File: src/rtl/lcd_pkg.sv
// Shared types and constants for the LCD hex scanner: FSM state encoding
// and the character codes written into the LCD's DDRAM.
package lcd_pkg;

   typedef enum logic [2:0] {
      ST_IDLE   = 3'd0,
      ST_LOAD   = 3'd1,
      ST_SETUP  = 3'd2,
      ST_STROBE = 3'd3,
      ST_WAIT   = 3'd4
   } state_e;

   localparam int         LCD_ADDR_W = 7;
   localparam logic [7:0] LCD_SPACE  = 8'h20;
   localparam logic [7:0] ASCII_ZERO = 8'h30;
   localparam logic [7:0] ASCII_A    = 8'h41;

endpackage

File: src/rtl/hex_to_ascii.sv
// Combinational nibble to LCD character code: 0-9 -> '0'-'9', A-F -> 'A'-'F'.
module hex_to_ascii
   import lcd_pkg::*;
(
   input  logic [3:0] nibble_i,
   output logic [7:0] char_o
);

   // Map one hex nibble onto its character code
   always_comb begin
      char_o = ASCII_ZERO;
      if (nibble_i < 4'd10) begin
         char_o = ASCII_ZERO + {4'h0, nibble_i};
      end else begin
         char_o = ASCII_A + {4'h0, nibble_i} - 8'd10;
      end
   end

endmodule

File: src/rtl/lcd_hex_scanner.sv
// Snapshots an N-digit hex value and writes it MSD-first to consecutive LCD
// DDRAM addresses, rewriting on value change or on a periodic refresh.
module lcd_hex_scanner
   import lcd_pkg::*;
#(
   parameter int                    NUM_DIGITS  = 4,
   parameter logic [LCD_ADDR_W-1:0] BASE_ADDR   = 7'h00,
   parameter int                    REFRESH_CYC = 1000000,
   parameter int                    SETUP_CYC   = 2,
   parameter bit                    BLANK_LZ    = 1'b0
) (
   input  logic                    MCLK,
   input  logic                    RESET,
   input  logic [4*NUM_DIGITS-1:0] iValue,
   input  logic                    iReady,
   output logic [LCD_ADDR_W-1:0]   oAddr,
   output logic [7:0]              oData,
   output logic                    oEn,
   output logic                    oBusy,
   output logic                    oFrameDone
);

   localparam int IDX_W = (NUM_DIGITS > 1) ? $clog2(NUM_DIGITS) : 1;
   localparam int REF_W = (REFRESH_CYC > 1) ? $clog2(REFRESH_CYC) : 1;
   localparam int SET_W = (SETUP_CYC > 1) ? $clog2(SETUP_CYC) : 1;
   localparam logic [IDX_W-1:0] LAST_IDX = IDX_W'(NUM_DIGITS - 1);
   localparam logic [REF_W-1:0] REF_LAST = REF_W'(REFRESH_CYC - 1);
   localparam logic [SET_W-1:0] SET_LAST = SET_W'(SETUP_CYC - 1);

   state_e                  state_q;
   logic [4*NUM_DIGITS-1:0] snap_q;
   logic [IDX_W-1:0]        idx_q;
   logic [SET_W-1:0]        set_cnt_q;
   logic [REF_W-1:0]        ref_cnt_q;
   logic                    force_q;

   logic                    start_s;
   logic                    wrap_s;
   logic [4*NUM_DIGITS-1:0] sel_val_s;
   logic [IDX_W-1:0]        sel_idx_s;
   logic [3:0]              nib_s;
   logic                    lead_zero_s;
   logic [7:0]              hex_char_s;
   logic [7:0]              next_char_s;
   logic [LCD_ADDR_W-1:0]   next_addr_s;

   assign start_s = (state_q == ST_IDLE) && ((iValue != snap_q) || force_q);
   assign wrap_s  = (ref_cnt_q == REF_LAST);

   // Digit about to be presented: digit 0 of the live value while loading,
   // otherwise the next digit of the snapshot.
   always_comb begin
      sel_val_s   = snap_q;
      sel_idx_s   = idx_q + IDX_W'(1);
      nib_s       = 4'h0;
      lead_zero_s = 1'b1;
      if (state_q == ST_LOAD) begin
         sel_val_s = iValue;
         sel_idx_s = '0;
      end else begin
         sel_val_s = snap_q;
         sel_idx_s = idx_q + IDX_W'(1);
      end
      for (int k = 0; k < NUM_DIGITS; k++) begin
         if (k == int'(sel_idx_s)) begin
            nib_s = sel_val_s[4*(NUM_DIGITS-1-k) +: 4];
         end else begin
            nib_s = nib_s;
         end
         if ((k <= int'(sel_idx_s)) && (sel_val_s[4*(NUM_DIGITS-1-k) +: 4] != 4'h0)) begin
            lead_zero_s = 1'b0;
         end else begin
            lead_zero_s = lead_zero_s;
         end
      end
   end

   hex_to_ascii u_hex (
      .nibble_i (nib_s),
      .char_o   (hex_char_s)
   );

   // Blanking and address for the digit about to be presented
   always_comb begin
      next_addr_s = BASE_ADDR + LCD_ADDR_W'(sel_idx_s);
      next_char_s = hex_char_s;
      if (BLANK_LZ && lead_zero_s && (sel_idx_s != LAST_IDX)) begin
         next_char_s = LCD_SPACE;
      end else begin
         next_char_s = hex_char_s;
      end
   end

   // Free-running refresh timer; a wrap that lands on a frame start still wins
   always_ff @(posedge MCLK or negedge RESET) begin
      if (!RESET) begin
         ref_cnt_q <= '0;
         force_q   <= 1'b1;
      end else begin
         if (wrap_s) begin
            ref_cnt_q <= '0;
         end else begin
            ref_cnt_q <= ref_cnt_q + REF_W'(1);
         end
         if (wrap_s) begin
            force_q <= 1'b1;
         end else if (start_s) begin
            force_q <= 1'b0;
         end else begin
            force_q <= force_q;
         end
      end
   end

   // Frame sequencer with registered handshake outputs
   always_ff @(posedge MCLK or negedge RESET) begin
      if (!RESET) begin
         state_q    <= ST_IDLE;
         snap_q     <= '0;
         idx_q      <= '0;
         set_cnt_q  <= '0;
         oAddr      <= '0;
         oData      <= LCD_SPACE;
         oEn        <= 1'b0;
         oBusy      <= 1'b0;
         oFrameDone <= 1'b0;
      end else begin
         oEn        <= 1'b0;
         oFrameDone <= 1'b0;
         case (state_q)
            ST_IDLE: begin
               oBusy <= 1'b0;
               if (start_s) begin
                  state_q <= ST_LOAD;
               end else begin
                  state_q <= ST_IDLE;
               end
            end
            ST_LOAD: begin
               snap_q    <= iValue;
               idx_q     <= '0;
               set_cnt_q <= '0;
               oBusy     <= 1'b1;
               oAddr     <= next_addr_s;
               oData     <= next_char_s;
               state_q   <= ST_SETUP;
            end
            ST_SETUP: begin
               if (set_cnt_q != SET_LAST) begin
                  set_cnt_q <= set_cnt_q + SET_W'(1);
               end else if (iReady) begin
                  oEn     <= 1'b1;
                  state_q <= ST_STROBE;
               end else begin
                  state_q <= ST_SETUP;
               end
            end
            ST_STROBE: begin
               state_q <= ST_WAIT;
            end
            ST_WAIT: begin
               if (!iReady) begin
                  state_q <= ST_WAIT;
               end else if (idx_q != LAST_IDX) begin
                  idx_q     <= idx_q + IDX_W'(1);
                  set_cnt_q <= '0;
                  oAddr     <= next_addr_s;
                  oData     <= next_char_s;
                  state_q   <= ST_SETUP;
               end else begin
                  oFrameDone <= 1'b1;
                  oBusy      <= 1'b0;
                  state_q    <= ST_IDLE;
               end
            end
            default: begin
               oBusy   <= 1'b0;
               state_q <= ST_IDLE;
            end
         endcase
      end
   end

endmodule

File: config.mk
export PLATFORM = sky130hd
export DESIGN_NAME = lcd_hex_scanner
export DESIGN_NICKNAME = d
export VERILOG_FILES = /design/src/rtl/lcd_pkg.sv /design/src/rtl/hex_to_ascii.sv /design/src/rtl/lcd_hex_scanner.sv
export SDC_FILE = /design/constraint.sdc
export NUM_CORES = 1
export LEC_CHECK = 0
export BUFFER_PORTS_ARGS = -buffer_cell sky130_fd_sc_hd__buf_2
export CORE_MARGIN = 3
export CORE_UTILIZATION = 40
export DETAILED_ROUTE_END_ITERATION = 6
export PLACE_DENSITY_LB_ADDON = 0.08
export RECOVER_POWER = 50
export SLEW_MARGIN = 20
export SYNTH_ARGS = -nofsm -noshare
export SYNTH_HDL_FRONTEND = slang
export SYNTH_SLANG_ARGS = --single-unit
File: constraint.sdc
create_clock -name MCLK -period 2.6 [get_ports MCLK]
set_input_delay 0.13 -clock MCLK [delete_from_list [all_inputs] [get_ports MCLK]]
set_output_delay 0.13 -clock MCLK [all_outputs]
set_load 0.03 [all_outputs]
* Word-level counts from Yosys, hierarchy flattened
Cells that the tools add are included.
** Storage, ports and cells
- Flip-flop bits (word level) :: 61
- Input bits :: 19
- Output and inout bits :: 18
- Word-level logic and storage cells :: 82
** Operators by class
- Add/subtract/negate cells :: 6
- Order comparisons :: 1
- Equal/unequal tests :: 14
- Multiplexer cells :: 38
- Bitwise gates (word level) :: 1
- Reduce and logical (&&, ||, !) cells :: 11
** Operator list (count)
- 2-to-1 mux 8 bit :: 3
- adder 20 x 1 -> 20 bit, second input constant :: 1
- == test 20 bit, second input constant :: 1
- 2-to-1 mux 20 bit :: 1
- 2-to-1 mux 16 bit :: 1
- 2-to-1 mux 4 bit :: 4
- inequality test 16 bit :: 1
- one-hot mux 8 bit (2 select lines) :: 1
- 2-to-1 mux 1 bit :: 15
- one-hot mux 3 bit (5 select lines) :: 1
- 2-to-1 mux 7 bit :: 2
- one-hot mux 7 bit (2 select lines) :: 1
- inequality test 2 bit, second input constant :: 5
- AND reduction 3 bit :: 3
- adder 7 x 4 -> 8 bit, first input constant :: 1
- 2-to-1 mux 2 bit :: 4
- subtractor 8 x 4 -> 8 bit, second input constant :: 1
- adder 6 x 4 -> 7 bit, first input constant :: 1
- == test 3 x 2 -> 1 bit, second input constant :: 2
- 2-to-1 mux 3 bit :: 2
- one-hot mux 1 bit (3 select lines) :: 2
- == test 2 bit, first input constant :: 2
- < comparator 4 bit, second input constant :: 1
- one-hot mux 2 bit (2 select lines) :: 1
- 13 further kinds :: 14

* Logic depth before layout (Yosys ltp)
- Word-level depth :: 13
- Mapped depth :: 9
- Depth with buffers taken out :: 8

* By module
Synthesis repeated with hierarchy kept, for this count alone.
** Unflattened totals
- Cell total of the unflattened synthesis :: 291
- Area total of the unflattened synthesis :: 2825.2 µm²
** By module, submodules not included
- lcd_hex_scanner :: times used 1, cells each 275, area an instance 2720.1 µm², seq. area each 1403.8 µm²
- hex_to_ascii :: times used 1, cells each 16, area an instance 105.1 µm², seq. area each 0.0 µm²

* Worst setup path after synthesis
OpenSTA, ideal clock, no wires.
- Path type :: flip-flop to flip-flop
- From :: register idx_q[0]
- To :: register oData[4]
- Setup time :: 0.119 ns
- Arrival :: 1.984 ns
- Data required time :: 2.481 ns
- Slack :: 0.497 ns
- Cell stages (with the launch flop) :: 10
- Buffers on the path :: 1
- Clock period less this slack :: 2.103 ns
- Cell sequence :: dfrtp_1 -> ha_1 -> buf_1 -> nand2b_1 -> o221ai_1 -> a31o_2 -> ha_1 -> o21ai_0 -> nand3_1 -> o21a_1
** Between the ends
- Cells in the longest elaborated chain, start to end :: 13
- Elaborated cells on any way between the ends :: 21
- Those cells by class :: add/sub: 4; order compare: 1; eq/ne: 5; mux: 9; reduce/logical: 2
** RTL lines
- start, declared :: RTL line lcd_hex_scanner.sv:32 : logic [IDX_W-1:0] idx_q;
- start signal, assigned :: RTL line lcd_hex_scanner.sv:165 : idx_q <= idx_q + IDX_W'(1);
- adder 2 x 1 -> 2 bit :: RTL line lcd_hex_scanner.sv:62 : sel_idx_s = idx_q + IDX_W'(1);
- 2-to-1 mux 2 bit :: RTL line lcd_hex_scanner.sv:57 : if (state_q == ST_LOAD) begin
- zero test 2 bit :: RTL line lcd_hex_scanner.sv:65 : if (k == int'(sel_idx_s)) begin
- 2-to-1 mux 4 bit (4 in a row) :: RTL line lcd_hex_scanner.sv:65
- adder 7 x 4 -> 8 bit :: RTL line hex_to_ascii.sv:15 : char_o = ASCII_A + {4'h0, nibble_i} - 8'd10;
- subtractor 8 x 4 -> 8 bit :: RTL line hex_to_ascii.sv:15
- 2-to-1 mux 8 bit :: RTL line hex_to_ascii.sv:12 : if (nibble_i < 4'd10) begin
- 2-to-1 mux 8 bit :: RTL line lcd_hex_scanner.sv:164 : end else if (idx_q != LAST_IDX) begin
- 2-to-1 mux 8 bit :: RTL line lcd_hex_scanner.sv:162 : if (!iReady) begin
- one-hot mux 8 bit (2 select lines) :: RTL line lcd_hex_scanner.sv:130 : case (state_q)
- end signal, assigned :: RTL line lcd_hex_scanner.sv:145 : oData <= next_char_s;
- end signal, assigned :: RTL line lcd_hex_scanner.sv:168 : oData <= next_char_s;
- end, declared :: RTL line lcd_hex_scanner.sv:17 : output logic [7:0] oData,
Several ways; a longest one is shown, not always the timed one. The select of a mux whose other input is x is not followed.
A chain may end at the register's enable or synchronous reset.

* Worst setup path in the final report
- From :: register idx_q[1]
- To :: register oData[4]
Same word-level chain as after synthesis.

==> impl_metrics.csv <==
group,metric,value,unit
run_status,run_status,"finished, final reports clean",
detailed_routing,drt-wirelength-per-cell,13.36,µm
critical_path,buffer_and_inverter_count_on_the_worst_path,0,
synth,ys_dominant_reg_cell,"dfrtp_1",
grt,grt_start_max_net_pins,40,
synth,number_of_enable_flip_flop_cells_after_synthesis,0,
power,power_density_cells,1115,nW/µm²
sta,fin_skew,0.006690,ns
critical_path,critPathRequiredTime,2.80,ns
sta,worst_slew_pin_slew,0.9610,ns
cells_and_area,ff_latch_area,1379,µm²
power,power_frac_comb,0.491,
clock_network,clk_root_buffer_cell,"clkbuf_8",
detailed_routing,drt-pass1-iter-count,4,
cells_and_area,post-route-util,0.4734,
sta,report.final.setup_viol,0,
floorplan,die_area,8074,µm²
power,seq_power_share,0.372,
floorplan,die_w,89.86,µm
floorplan,chipHeight,89.86,µm
critical_path,critical_path_arrival,2.43,ns
sta,final-max-slew-violation-count,0,
sta,fin_hold_viols,0,
power,power.ir.vdd_worst,415.9,µV
synth,synth.avg_cell_area,9.766,µm²
power,power.clock.fraction,0.137,
synth,seq_area_frac_synth,0.4902,
critical_path,r2r_start,"idx_q[1]",
floorplan,coreArea,6568,µm²
synth,synth_cell_type_count,49,
sta,post-route-worst-setup-slack,0.3705,ns
sta,min_period_over_period,0.8575,
critical_path,start_kind,"register",
clock_network,ctsLongestPathBuffers,2,
clock_network,total_cts_buffers,5,
sta,setup_tns,0,ns
grt,grt_remaining_overflow,0,
grt,grt.total_usage,0.1449,
placed_design,gpl_congestion,0.7483,
clock_network,cts_tree,"done",
placed_design,postPlaceCellArea,3034,µm²
critical_path,worstSetupPathType,"reg2reg",
cells_and_area,instances_no_fill,413,
synth,synth_warnings,0,
cells_and_area,area_growth,10.54,%
synth,synth_top_cell_area_share,0.4715,
power,p_leak,0.001448,µW
detailed_routing,post-route-drc-count,0,
placed_design,worst_slack_at_placement,0.3758,ns
critical_path,cp_max_fo,10,
cells_and_area,antenna-diode-count,0,
synth,post_syn_instances,288,
power,p_int,1987,µW
power,switching_power,1481,µW
sta,clock.fmax,448.5,MHz
critical_path,worst-r2r-cell-count,6,
sta,grt_setup_unrepaired,"false",
clock_network,clock_sink_count,55,
clock_network,worstSkewPairLatency,0.30,ns
critical_path,worst_setup_path_startpoint,"idx_q[1]",
sta,clock_period_minus_worst_slack,2.229,ns
cells_and_area,multi_input_comb_area,1318,µm²
flow_run,cap_viol_max_count,0,
synth,ys_seq_elements,55,
hold_path,holdPathStages,3,
critical_path,worst_setup_path_endpoint,"oData[4]",
placed_design,port_buffers,30,
grt,grt_pass1_wl,9708,µm
clock_network,htree_levels,2,
floorplan,io_pins,37,
hold_path,holdCritPathClass,"in2reg",
critical_path,setup.worst_path.end_class,"register",
grt,first_global_vias,1967,
floorplan,row_count,29,
floorplan,initial_core_utilization,0.4283,
detailed_routing,detail_route.iter0.violations,91,
detailed_routing,routed_wirelength,5519,µm
synth,synth_top_cells_by_area,"dfrtp_1, nand2_1, xor2_1",
synth,synth_largest_area_cell,"dfrtp_1",
clock_network,clkSlewWorstSetupHoldPaths,0.09,ns
detailed_routing,average_vias_per_placed_instance,4.889,
cells_and_area,nets,342,
cells_and_area,nFillCells,668,
grt,antenna_violations_before_repair,0,
cells_and_area,finish.instance_area,3109,µm²
critical_path,worstPathCellList,"ha_1, nand2b_1, o221ai_1, a21oi_1, nand3_1, o21a_1",
placed_design,numPlacedInstances,405,
critical_path,cp_num_cells,6,
critical_path,crit-reg2reg-capture,"oData[4]",
detailed_routing,num_vias,2019,
critical_path,worst_path_top_cell_family_by_delay,"compound AO/OA/AOI/OAI gates",
power,switching_share,0.4271,
cells_and_area,final_layout_size_suffix_gt1_frac,0.1375,
synth,post_synth_instance_area,2813,µm²
sta,worst_rel_slew_slack,0.3594,
critical_path,critical-path-max-stage-delay,0.55,ns
placed_design,hpwl,4008,µm
clock_network,post_cts_repair_resize_count,0,
synth,asyncSetResetFlopFracSynth,1.000,
detailed_routing,ant_nets,0,
critical_path,worst_path_max_delay_cell,"a21oi_1",
critical_path,ff2ff_setup_slack,0.37,ns
## worst min-delay path by stage
stage                     startpoint            end  slack [ns]
after floorplan                RESET       idx_q[0]       -0.17
after global placement         RESET  ref_cnt_q[12]        0.07
after detailed placement       RESET  ref_cnt_q[12]        0.08
after CTS                  iValue[1]      snap_q[1]        0.02
after global routing       iValue[5]      snap_q[5]        0.03
final                      iValue[5]      snap_q[5]        0.04
## worst register-to-register path, cell delays in order, from the launching register on
cell and delay, ns:
dfrtp_1 0.39, ha_1 0.50, nand2b_1 0.19, o221ai_1 0.16
a21oi_1 0.55, nand3_1 0.20, o21a_1 0.15
## power groups by stage
| stage | Sequential [µW] | Combinational [µW] | Clock (µW) |
|---|---|---|---|
| floorplan | 1380 | 1290 | 0 |
| global placement | 1300 | 1730 | 0 |
| detailed placement | 1310 | 1730 | 0 |
| CTS | 1290 | 1740 | 508 |
| global route | 1330 | 1920 | 528 |
| finish | 1290 | 1700 | 476 |
## timing repair
item	CTS	global route
setup buffers	0	0
endpoints found under the hold margin	16	0
hold buffers	1	0
## synth_stat cells, drive strengths merged (2+ instances only)
cell type and number:
and3 5, inv 3, dfrtp 53, a21o 3, a31oi 4, o21ai 8, o221ai 2, o22ai 2
nand4 5, xor2 24, xnor2 10, dfstp 2, nor2 21, o21a 2, o31ai 2, ha 3
and4 2, nand2 70, nor4 5, buf 15, mux4 2, nor2b 3, mux2i 3, nand2b 4
nor3 3, a21oi 5, nand3 10, or3b 2, clkbuf 4
## layout make-up
cell class,instances,area share
inverter,3,0.003622
tap,93,0.03742
clock buffer,6,0.02656
sequential,55,0.4435
clock inverter,1,0.001610
multi-input combinational,216,0.4237
timing repair buffer,39,0.06358
## state kept, by name (all words and copies together) (netlist names)
name        cells
oData           7
oEn             1
oAddr           2
ref_cnt_q      20
oFrameDone      1
idx_q           2
set_cnt_q       1
oBusy           1
snap_q         16
state_q         3
force_q         1
## stage by stage
stage | hold slack (ns) | power [µW]
after global placement | 0.07016 | 3031
after detailed placement | 0.07547 | 3039
after floorplan | -0.1656 | 2674
after global routing | 0.02754 | 3777
final | 0.03852 | 3468
after CTS | 0.02279 | 3536
## logic make-up after synthesis
group                    Yosys count  share of synthesized area
XOR/XNOR                          34                     0.1059
flip-flops                        55                     0.4902
other                              1                   0.001333
AO/OA/AOI/OAI                     33                    0.08230
multiplexers                       5                    0.03559
adder cells (fa/ha/maj)            3                    0.01335
buffers and inverters             22                    0.04804
AND/OR/NAND/NOR                  135                     0.2233
## layer usage
| metal | share of wire | vias to the layer above | track usage | routed length, µm |
|---|---|---|---|---|
| li1 | - | 1027 | - | - |
| met4 | 0.011 | 0 | 0.03827 | 61 |
| met5 | 0 | - | 0 | 0 |
| met2 | 0.40 | 34 | 0.2049 | 2208 |
| met3 | 0.040 | 6 | 0.03088 | 220 |
| met1 | 0.55 | 952 | 0.2241 | 3029 |
## placed cells by master (no fill, tap or decap), drive strengths merged, types with 2 or more instances in the layout
cell type	n
or3b	2
and3	5
a21o	3
a31oi	4
and4	2
xor2	24
inv	3
ha	3
dfstp	2
o31ai	2
o221ai	2
dfrtp	53
mux4	2
nand3	10
xnor2	10
nand4	5
o21ai	8
buf	23
a21oi	5
nand2	70
nor2b	3
nand2b	4
conb	6
nor3	3
o21a	2
nor4	5
mux2i	3
nor2	21
o22ai	2
clkbuf	21
Power figures use the tool's default switching activity.
